## src/rtl/scroll_addr_seq_pkg.sv

```systemverilog
// Shared definitions for the scroll address sequencer and the LED font ROM.
//   state_t            : sequencer FSM state encoding
//   DEF_AW             : default font ROM address width
//   DEF_ADDR_MIN/MAX   : default scroll window, shared with the font ROM so
//                        window edits stay consistent on both sides
package scroll_addr_seq_pkg;

  typedef enum logic [1:0] {
    ST_INIT  = 2'd0,
    ST_RUN   = 2'd1,
    ST_PAUSE = 2'd2
  } state_t;

  localparam int DEF_AW       = 5;
  localparam int DEF_ADDR_MIN = 0;
  localparam int DEF_ADDR_MAX = 31;

endpackage

```

## src/rtl/btn_debounce.sv

```systemverilog
// Pushbutton debouncer: 2-FF synchronizer followed by a stability counter.
//   reset      in  : asynchronous, active-high
//   msclk      in  : clock
//   raw        in  : raw button level, asynchronous to msclk
//   level      out : debounced level, registered
//   rise_pulse out : one-cycle pulse on each rising edge of level, registered
module btn_debounce #(
  parameter int DEB_CYCLES = 8
) (
  input  logic reset,
  input  logic msclk,
  input  logic raw,
  output logic level,
  output logic rise_pulse
);

  localparam int CW = $clog2(DEB_CYCLES);
  localparam logic [CW-1:0] CMAX = CW'(DEB_CYCLES - 1);

  logic          sync1_r;
  logic          sync2_r;
  logic          samp_r;
  logic [CW-1:0] cnt_r;
  logic          level_r;
  logic          rise_r;
  logic          settled_s;

  // The sample has been equal for the full window once the count saturates.
  always_comb begin
    settled_s = 1'b0;
    if ((cnt_r == CMAX) && (sync2_r == samp_r)) begin
      settled_s = 1'b1;
    end else begin
      settled_s = 1'b0;
    end
  end

  // Synchronizer, stability counter, debounced level and rise detector.
  always_ff @(posedge msclk or posedge reset) begin
    if (reset) begin
      sync1_r <= 1'b0;
      sync2_r <= 1'b0;
      samp_r  <= 1'b0;
      cnt_r   <= '0;
      level_r <= 1'b0;
      rise_r  <= 1'b0;
    end else begin
      sync1_r <= raw;
      sync2_r <= sync1_r;
      samp_r  <= sync2_r;
      // Any change of the synchronized sample restarts the count.
      if (sync2_r != samp_r) begin
        cnt_r <= '0;
      end else if (cnt_r != CMAX) begin
        cnt_r <= cnt_r + 1'b1;
      end
      if (settled_s) begin
        level_r <= samp_r;
      end
      // Pulse only on the 0->1 transition of level; a release gives nothing.
      rise_r <= settled_s & samp_r & ~level_r;
    end
  end

  assign level      = level_r;
  assign rise_pulse = rise_r;

endmodule

```

## src/rtl/scroll_addr_seq.sv

```systemverilog
// Scroll address sequencer for the LED font ROM.
//   reset    in  : asynchronous, active-high
//   msclk    in  : clock
//   run      in  : 1 = auto-scroll, 0 = pause
//   dir      in  : 0 = increment, 1 = decrement
//   speed    in  : scroll period select, period = (speed+1)*BASE_DIV cycles
//   step_btn in  : raw single-step button (active-high), used while paused
//   radr     out : font ROM read address, registered
//   blank    out : LED blanking request, registered (high only after reset)
//   frame    out : one-cycle pulse registered together with a wrapped radr
module scroll_addr_seq
  import scroll_addr_seq_pkg::*;
#(
  parameter int AW         = DEF_AW,
  parameter int ADDR_MIN   = DEF_ADDR_MIN,
  parameter int ADDR_MAX   = DEF_ADDR_MAX,
  parameter int BASE_DIV   = 1,
  parameter int DEB_CYCLES = 8
) (
  input  logic          reset,
  input  logic          msclk,
  input  logic          run,
  input  logic          dir,
  input  logic [2:0]    speed,
  input  logic          step_btn,
  output logic [AW-1:0] radr,
  output logic          blank,
  output logic          frame
);

  localparam int PW = $clog2(8 * BASE_DIV) + 1;
  localparam logic [AW-1:0] AMIN = AW'(ADDR_MIN);
  localparam logic [AW-1:0] AMAX = AW'(ADDR_MAX);

  state_t        state_r;
  state_t        state_nxt_s;
  logic [PW-1:0] pcnt_r;
  logic [PW-1:0] period_m1_s;
  logic          tick_s;
  logic          step_pulse_s;
  logic          step_level_s;
  logic          advance_s;
  logic          wrap_s;
  logic [AW-1:0] addr_nxt_s;
  logic [AW-1:0] radr_r;
  logic          blank_r;
  logic          blank_nxt_s;
  logic          frame_r;

  btn_debounce #(
    .DEB_CYCLES(DEB_CYCLES)
  ) u_step_deb (
    .reset      (reset),
    .msclk      (msclk),
    .raw        (step_btn),
    .level      (step_level_s),
    .rise_pulse (step_pulse_s)
  );

  // FSM state register.
  always_ff @(posedge msclk or posedge reset) begin
    if (reset) begin
      state_r <= ST_INIT;
    end else begin
      state_r <= state_nxt_s;
    end
  end

  // FSM next-state logic; INIT lasts exactly one cycle.
  always_comb begin
    state_nxt_s = state_r;
    case (state_r)
      ST_INIT:  state_nxt_s = run ? ST_RUN : ST_PAUSE;
      ST_RUN:   state_nxt_s = run ? ST_RUN : ST_PAUSE;
      ST_PAUSE: state_nxt_s = run ? ST_RUN : ST_PAUSE;
      default:  state_nxt_s = ST_INIT;
    endcase
  end

  // FSM output logic: blanking only while (re)entering INIT.
  always_comb begin
    blank_nxt_s = 1'b0;
    case (state_nxt_s)
      ST_INIT:  blank_nxt_s = 1'b1;
      ST_RUN:   blank_nxt_s = 1'b0;
      ST_PAUSE: blank_nxt_s = 1'b0;
      default:  blank_nxt_s = 1'b1;
    endcase
  end

  // Prescaler tick; ">=" lets a speed decrease mid-count fire on the next cycle.
  always_comb begin
    period_m1_s = PW'((int'(speed) + 1) * BASE_DIV - 1);
    if ((state_r == ST_RUN) && (pcnt_r >= period_m1_s)) begin
      tick_s = 1'b1;
    end else begin
      tick_s = 1'b0;
    end
  end

  // Prescaler counter, held at zero outside RUN so entry into RUN waits a full period.
  always_ff @(posedge msclk or posedge reset) begin
    if (reset) begin
      pcnt_r <= '0;
    end else if ((state_r == ST_RUN) && !tick_s) begin
      pcnt_r <= pcnt_r + 1'b1;
    end else begin
      pcnt_r <= '0;
    end
  end

  // Advance selection by current state; steps outside PAUSE are dropped.
  always_comb begin
    advance_s = 1'b0;
    case (state_r)
      ST_RUN:   advance_s = tick_s;
      ST_PAUSE: advance_s = step_pulse_s;
      ST_INIT:  advance_s = 1'b0;
      default:  advance_s = 1'b0;
    endcase
  end

  // Next address with window wrap in either direction.
  always_comb begin
    addr_nxt_s = radr_r;
    wrap_s     = 1'b0;
    if (dir) begin
      if (radr_r == AMIN) begin
        addr_nxt_s = AMAX;
        wrap_s     = 1'b1;
      end else begin
        addr_nxt_s = radr_r - 1'b1;
      end
    end else begin
      if (radr_r == AMAX) begin
        addr_nxt_s = AMIN;
        wrap_s     = 1'b1;
      end else begin
        addr_nxt_s = radr_r + 1'b1;
      end
    end
  end

  // Output registers: address, blanking and wrap flag.
  always_ff @(posedge msclk or posedge reset) begin
    if (reset) begin
      radr_r  <= AMIN;
      blank_r <= 1'b1;
      frame_r <= 1'b0;
    end else begin
      blank_r <= blank_nxt_s;
      if (advance_s) begin
        radr_r  <= addr_nxt_s;
        frame_r <= wrap_s;
      end else begin
        frame_r <= 1'b0;
      end
    end
  end

  assign radr  = radr_r;
  assign blank = blank_r;
  assign frame = frame_r;

endmodule

```

## config.mk

```make
export PLATFORM = sky130hd
export DESIGN_NAME = scroll_addr_seq
export DESIGN_NICKNAME = d
export VERILOG_FILES = /design/src/rtl/scroll_addr_seq_pkg.sv /design/src/rtl/btn_debounce.sv /design/src/rtl/scroll_addr_seq.sv
export SDC_FILE = /design/constraint.sdc
export NUM_CORES = 1
export LEC_CHECK = 0
export CAP_MARGIN = 20
export CORE_UTILIZATION = 53
export CTS_CLUSTER_DIAMETER = 30
export DETAILED_ROUTE_END_ITERATION = 16
export GPL_TIMING_DRIVEN = 0
export PLACE_DENSITY_LB_ADDON = 0.3
export SLEW_MARGIN = 15
export SYNTH_ARGS = -nofsm -noshare
export SYNTH_HDL_FRONTEND = slang
export SYNTH_SLANG_ARGS = --single-unit
```

## constraint.sdc

```tcl
create_clock -name msclk -period 2.3 [get_ports msclk]
set_clock_uncertainty 0.15 [all_clocks]
set_input_delay 0.23 -clock msclk [delete_from_list [all_inputs] [get_ports msclk]]
set_output_delay 0.23 -clock msclk [all_outputs]
set_load 0.03 [all_outputs]
```

### After elaboration in Yosys (flattened, before gate mapping)

Cells that the tools add are included.

* input bits: 8
* output and inout port bits: 7
* bits in registers: 21

* $lt $le $gt $ge: 1
* muxes and demuxes: 16
* equality and inequality tests: 9
* $add $sub $neg: 6
* bitwise logic cells: 3
* reductions and logical operators: 9

Operator list (count)
* $mux W5: 3
* $mux W1: 7
* $mux W3: 2
* $add A5 B1 Y5 const B: 1
* $eq A5 B5 Y1 const B: 1
* $logic_not A5 Y1: 1
* $sub A5 B1 Y5 const B: 1
* $add A3 B1 Y4 const B: 1
* $add A4 B1 Y4 const B: 1
* $eq A2 B1 Y1 const B: 2
* $eq A2 B2 Y1 const B: 2
* $ge A4 B4 Y1: 1
* $mux W2: 2
* $mux W4: 1
* $sub A4 B1 Y4 const B: 1
* $add A3 B1 Y3 const B: 1
* $eq A3 B3 Y1 const B: 1
* $logic_and A1 B1 Y1: 3
* $ne A3 B3 Y1 const B: 1
* $reduce_or A3 Y1: 1
* $and A1 B1 Y1: 2
* $logic_not A2 Y1: 1
* $pmux W1 S2: 1
* $reduce_bool A2 Y1: 1
* 5 further kinds: 5

### Logic depth before layout (Yosys ltp)

Gate-level depths: netlist of the first run.

* depth after elaboration: 8
* mapped depth: 7

### Modules after synthesis

A second synthesis of the first run with hierarchy kept.

* cells, all modules: 109
* area total of the unflattened synthesis: 1157.4 um^2

Modules (own cells, without submodules)
* scroll_addr_seq: seq. area each 326.6 um^2, instances 1, cells an instance 86, area an instance 835.8 um^2
* btn_debounce: seq. area each 200.2 um^2, instances 1, cells an instance 23, area an instance 321.6 um^2

### Worst setup path after synthesis of the first run

OpenSTA, ideal clock, no wires.

* kind: register -> register
* start: reg radr_r[0], in the netlist radr[0]
* end: reg radr_r[3], in the netlist radr[3]
* slack: 307 ps
* path buffers: 0
* arrival: 1778 ps
* cell stages (with the launch flop): 8
* data required time: 2086 ps
* cells stage by stage: dfrtp_1 ha_1 and3_1 ha_1 nor2_1 a41oi_1 o211ai_1 a21o_1

* cells in the longest elaborated chain, start to end: 3

RTL lines
* from (decl): RTL line scroll_addr_seq.sv:45 `logic [AW-1:0] radr_r;`
* from (signal assigned): RTL line scroll_addr_seq.sv:153 `radr_r <= addr_nxt_s;`
* $add A5 B1 Y5, or another cell as far along: RTL line scroll_addr_seq.sv:139 `addr_nxt_s = radr_r + 1'b1;`
* $mux W5 (on tied branches): RTL line scroll_addr_seq.sv:135, scroll_addr_seq.sv:128
* $mux W5 *: RTL line scroll_addr_seq.sv:127 `if (dir) begin`

Mark *: on every way between the ends. The rest lies on a longest branch, timed or not.
A chain may end at the register's enable or synchronous reset.

### Worst setup path after layout of the first run

Ends and elaborated chain as after synthesis.

==> summary.txt, run 1 <==
Crit. End Element: flip-flop
Most used cell, CP: ha_1
Yosys cell types: 35
CP Launch Type: flip-flop
Initial antenna violation count: 0
Critical path type: flip-flop to flip-flop
Most frequent cells in the layout: 20 x dfrtp_1, 13 x clkdlybuf4s50_1, 12 x ha_1
Fin area: 1330 sq um
Commonest non-fill, non-tap cell in the layout: dfrtp_1
Post-CTS Hold Buffers: 0
Synth top area cells: dfrtp_1 44%, ha_1 13%, nor2_1 3.6%, inv_1 3.3%, mux2i_1 2.6%
Hold path depth: 3
CP max FO: 9
CP Data Required Time: 2.40 ns
Die footprint: 2340 sq um
Register area share after synthesis: 46.3%
WP data arrival: 2.12 ns
Fmax: 495 MHz
Remaining Overflow, GRT: 0
Ys flop type: dfrtp_1
Final setup viols: 0
Clock Latency Late Sink: 0.30 ns
Startpoint of the worst hold path: dir
Core box area: 1980 sq um
Final wirelength: 1.83 mm
First-pass GRT wire length: 3.43 mm
FF-to-FF path depth: 7
Num ports: 15
Max Slew Vio Count: 0
Layout cells sized above 1: 8.94%
Post-synth ARST share: 100%
WP buf/inv: 0
Clock buffer depth: 2
Via total after detailed routing: 811
Final GP Congestion: 0.866
Cells after synthesis: 106
RSZ-0062 raised after global routing: false
DP HPWL: 1.39 mm
Synth Net Count: 126
Dominant cell type by area after synthesis: dfrtp_1
Clock sinks: 21
DIE WIDTH: 48.4 microns
Root Buffer: clkbuf_4
GRT Total Usage: 18.4%
Htree depth: 1
Worst slew margin: 49.3%
DP Worst Slack: 0.0172 ns
Synth-to-layout area growth: 16.8%
Post-CTS sizing: 0
Leakage Power: 0.000626 uW
Placed instance area: 1300 sq um
Starting Density: 57.4%
Worst VDD drop: 597 uV
Critical Path Max Stage Delay: 0.49 ns
Row cnt: 16
Number of port buffers: 13
Fin nets: 144
Syn. warnings: 0
Vias per cell: 5.41
Reg2Reg Setup Slack: 0.28 ns
Final hold violations: 0
Outcome: completed
Max-cap violations: 0
CTS buffer count: 3
Synth top area share: 44.0%
Post-route ant nets: 0
Initial DRT Pass Iterations: 4
Fillers: 159
DR WL/cell: 12.2 microns
R2R Path End: radr[3]$_DFFE_PP0P_
Initial detailed-routing violation count: 12
Vias in the first global route: 828
Power per cell area: 868 nW/um^2
Syn avg cell area: 10.7 sq um
FF+latch count, synth: 21
DRC viols: 0
WHS Endpoint: radr[1]$_DFFE_PP0P_
Worst Max-Slew Pin Slew: 0.759 ns
Final worst slack: 0.282 ns
Clock period minus worst slack: 2.02 ns
Largest delay share family, worst path: flip-flops
Die Y: 48.4 microns
RR Startpoint: radr[0]$_DFFE_PP0P_
Clock Pin Slew Worst Setup and Hold Paths: 0.12 ns
Min-delay worst type: primary input to flip-flop
Slowest cell on crit path: dfrtp_1
Setup Fix Bufs, Post-CTS: 0
Fin Hold WS: 0.139 ns
Post-Route Setup TNS: 0 ns
Post-synth EDFFs: 0
Ant. Diodes: 0
Largest net degree at the start of global routing: 22
Post-Syn Area: 1140 sq um
TritonCTS clock tree: yes
CP Cell Sequence: ha_1 > and3_1 > ha_1 > nor2_1 > a41oi_1 > o211ai_1 > a21o_1
Fin crit share: 87.7%
## sequential cells by signal, summed over array words and instances (netlist names)
register and count:
u_step_deb.rise_pulse 1, u_step_deb.cnt_r 3, pcnt_r 4, u_step_deb.level 1, frame 1, u_step_deb.samp_r 1
u_step_deb.sync2_r 1, radr 5, blank 1, u_step_deb.sync1_r 1, state_r 2
## per-stage QoR
stage                     power, uW  utilization [%]  std cells
after global placement          965             65.7        146
final                          1150             67.1        150
after detailed placement        987             65.7        146
after floorplan                 831                -        106
after CTS                      1160             67.1        150
after global routing           1240             67.1        150
## worst max-delay path by stage
stage / startpoint / to / slack [ns] / depth (start not counted)
after CTS: radr[0]$_DFFE_PP0P_ / radr[3]$_DFFE_PP0P_ / 0.29 / 7
after floorplan: radr[0]$_DFFE_PP0P_ / radr[3]$_DFFE_PP0P_ / 0.31 / 7
after global routing: radr[0]$_DFFE_PP0P_ / radr[3]$_DFFE_PP0P_ / 0.14 / 7
after detailed placement: speed[2] / radr[0]$_DFFE_PP0P_ / 0.02 / 7
after global placement: speed[2] / radr[0]$_DFFE_PP0P_ / 0.09 / 7
final: radr[0]$_DFFE_PP0P_ / radr[3]$_DFFE_PP0P_ / 0.28 / 7
## cell type report
class | count | area [sq um] | area share [%]
Inverter | 10 | 37.5 | 2.82
Buffer | 3 | 22.5 | 1.69
Clock inverter | 1 | 5.00 | 0.376
Tap cell | 27 | 33.8 | 2.54
Multi-Input combinational cell | 72 | 552 | 41.5
Clock buffer | 3 | 22.5 | 1.69
Timing Repair Buffer | 13 | 130 | 9.78
Sequential cell | 21 | 527 | 39.6
## cells in the mapped netlist, types with 2 or more instances
cell and n:
xnor2_1 2, xor2_1 3, o211ai_1 2, o31ai_1 2
nand2b_1 3, nand3_1 3, a31oi_1 4, mux2i_1 3
nand2_1 4, nor2b_1 2, nor2_1 11, and3_1 2
a21oi_1 4, inv_1 10, ha_1 12, dfrtp_1 20
## metal layers
layer / vias to the layer above / wire length [microns] / GRT usage [%]
met5: - / 0 / 0
met4: 0 / 8 / 3.92
met3: 2 / 55 / 4.09
met2: 14 / 938 / 32.4
met1: 390 / 823 / 23.2
li1: 405 / - / -
## where the power goes
group	total, uW	internal [uW]	switching (uW)
Combinational	467	219	248
Clock	175	64.7	111
Sequential	513	429	84.1
Total	1150	712	443
## logic make-up (layout without fill, tap and decap cells)
kind of cell	after synthesis	after routing	share of synthesized area, %
adder cells (fa/ha/maj)	12	12	13.2
AND/OR/NAND/NOR	29	29	13.6
multiplexers	4	4	3.63
flip-flops	21	21	46.3
buffers and inverters	13	30	5.27
AO/OA/AOI/OAI	22	22	14.2
XOR/XNOR	5	5	3.85
## worst min-delay path: cells and delay by family
kind,cells,cell delay (ns)
buf+inv,1,0.14
mux,1,0.06
xor+xnor,1,0.12
(Power assumes the default switching activity.)
==> run 2: changes to the inputs <==
Settings changed: CTS_CLUSTER_DIAMETER 30 to 150.
==> results of run 2 <==
The final DEF is identical to that of run 1; final timing and power are the same.
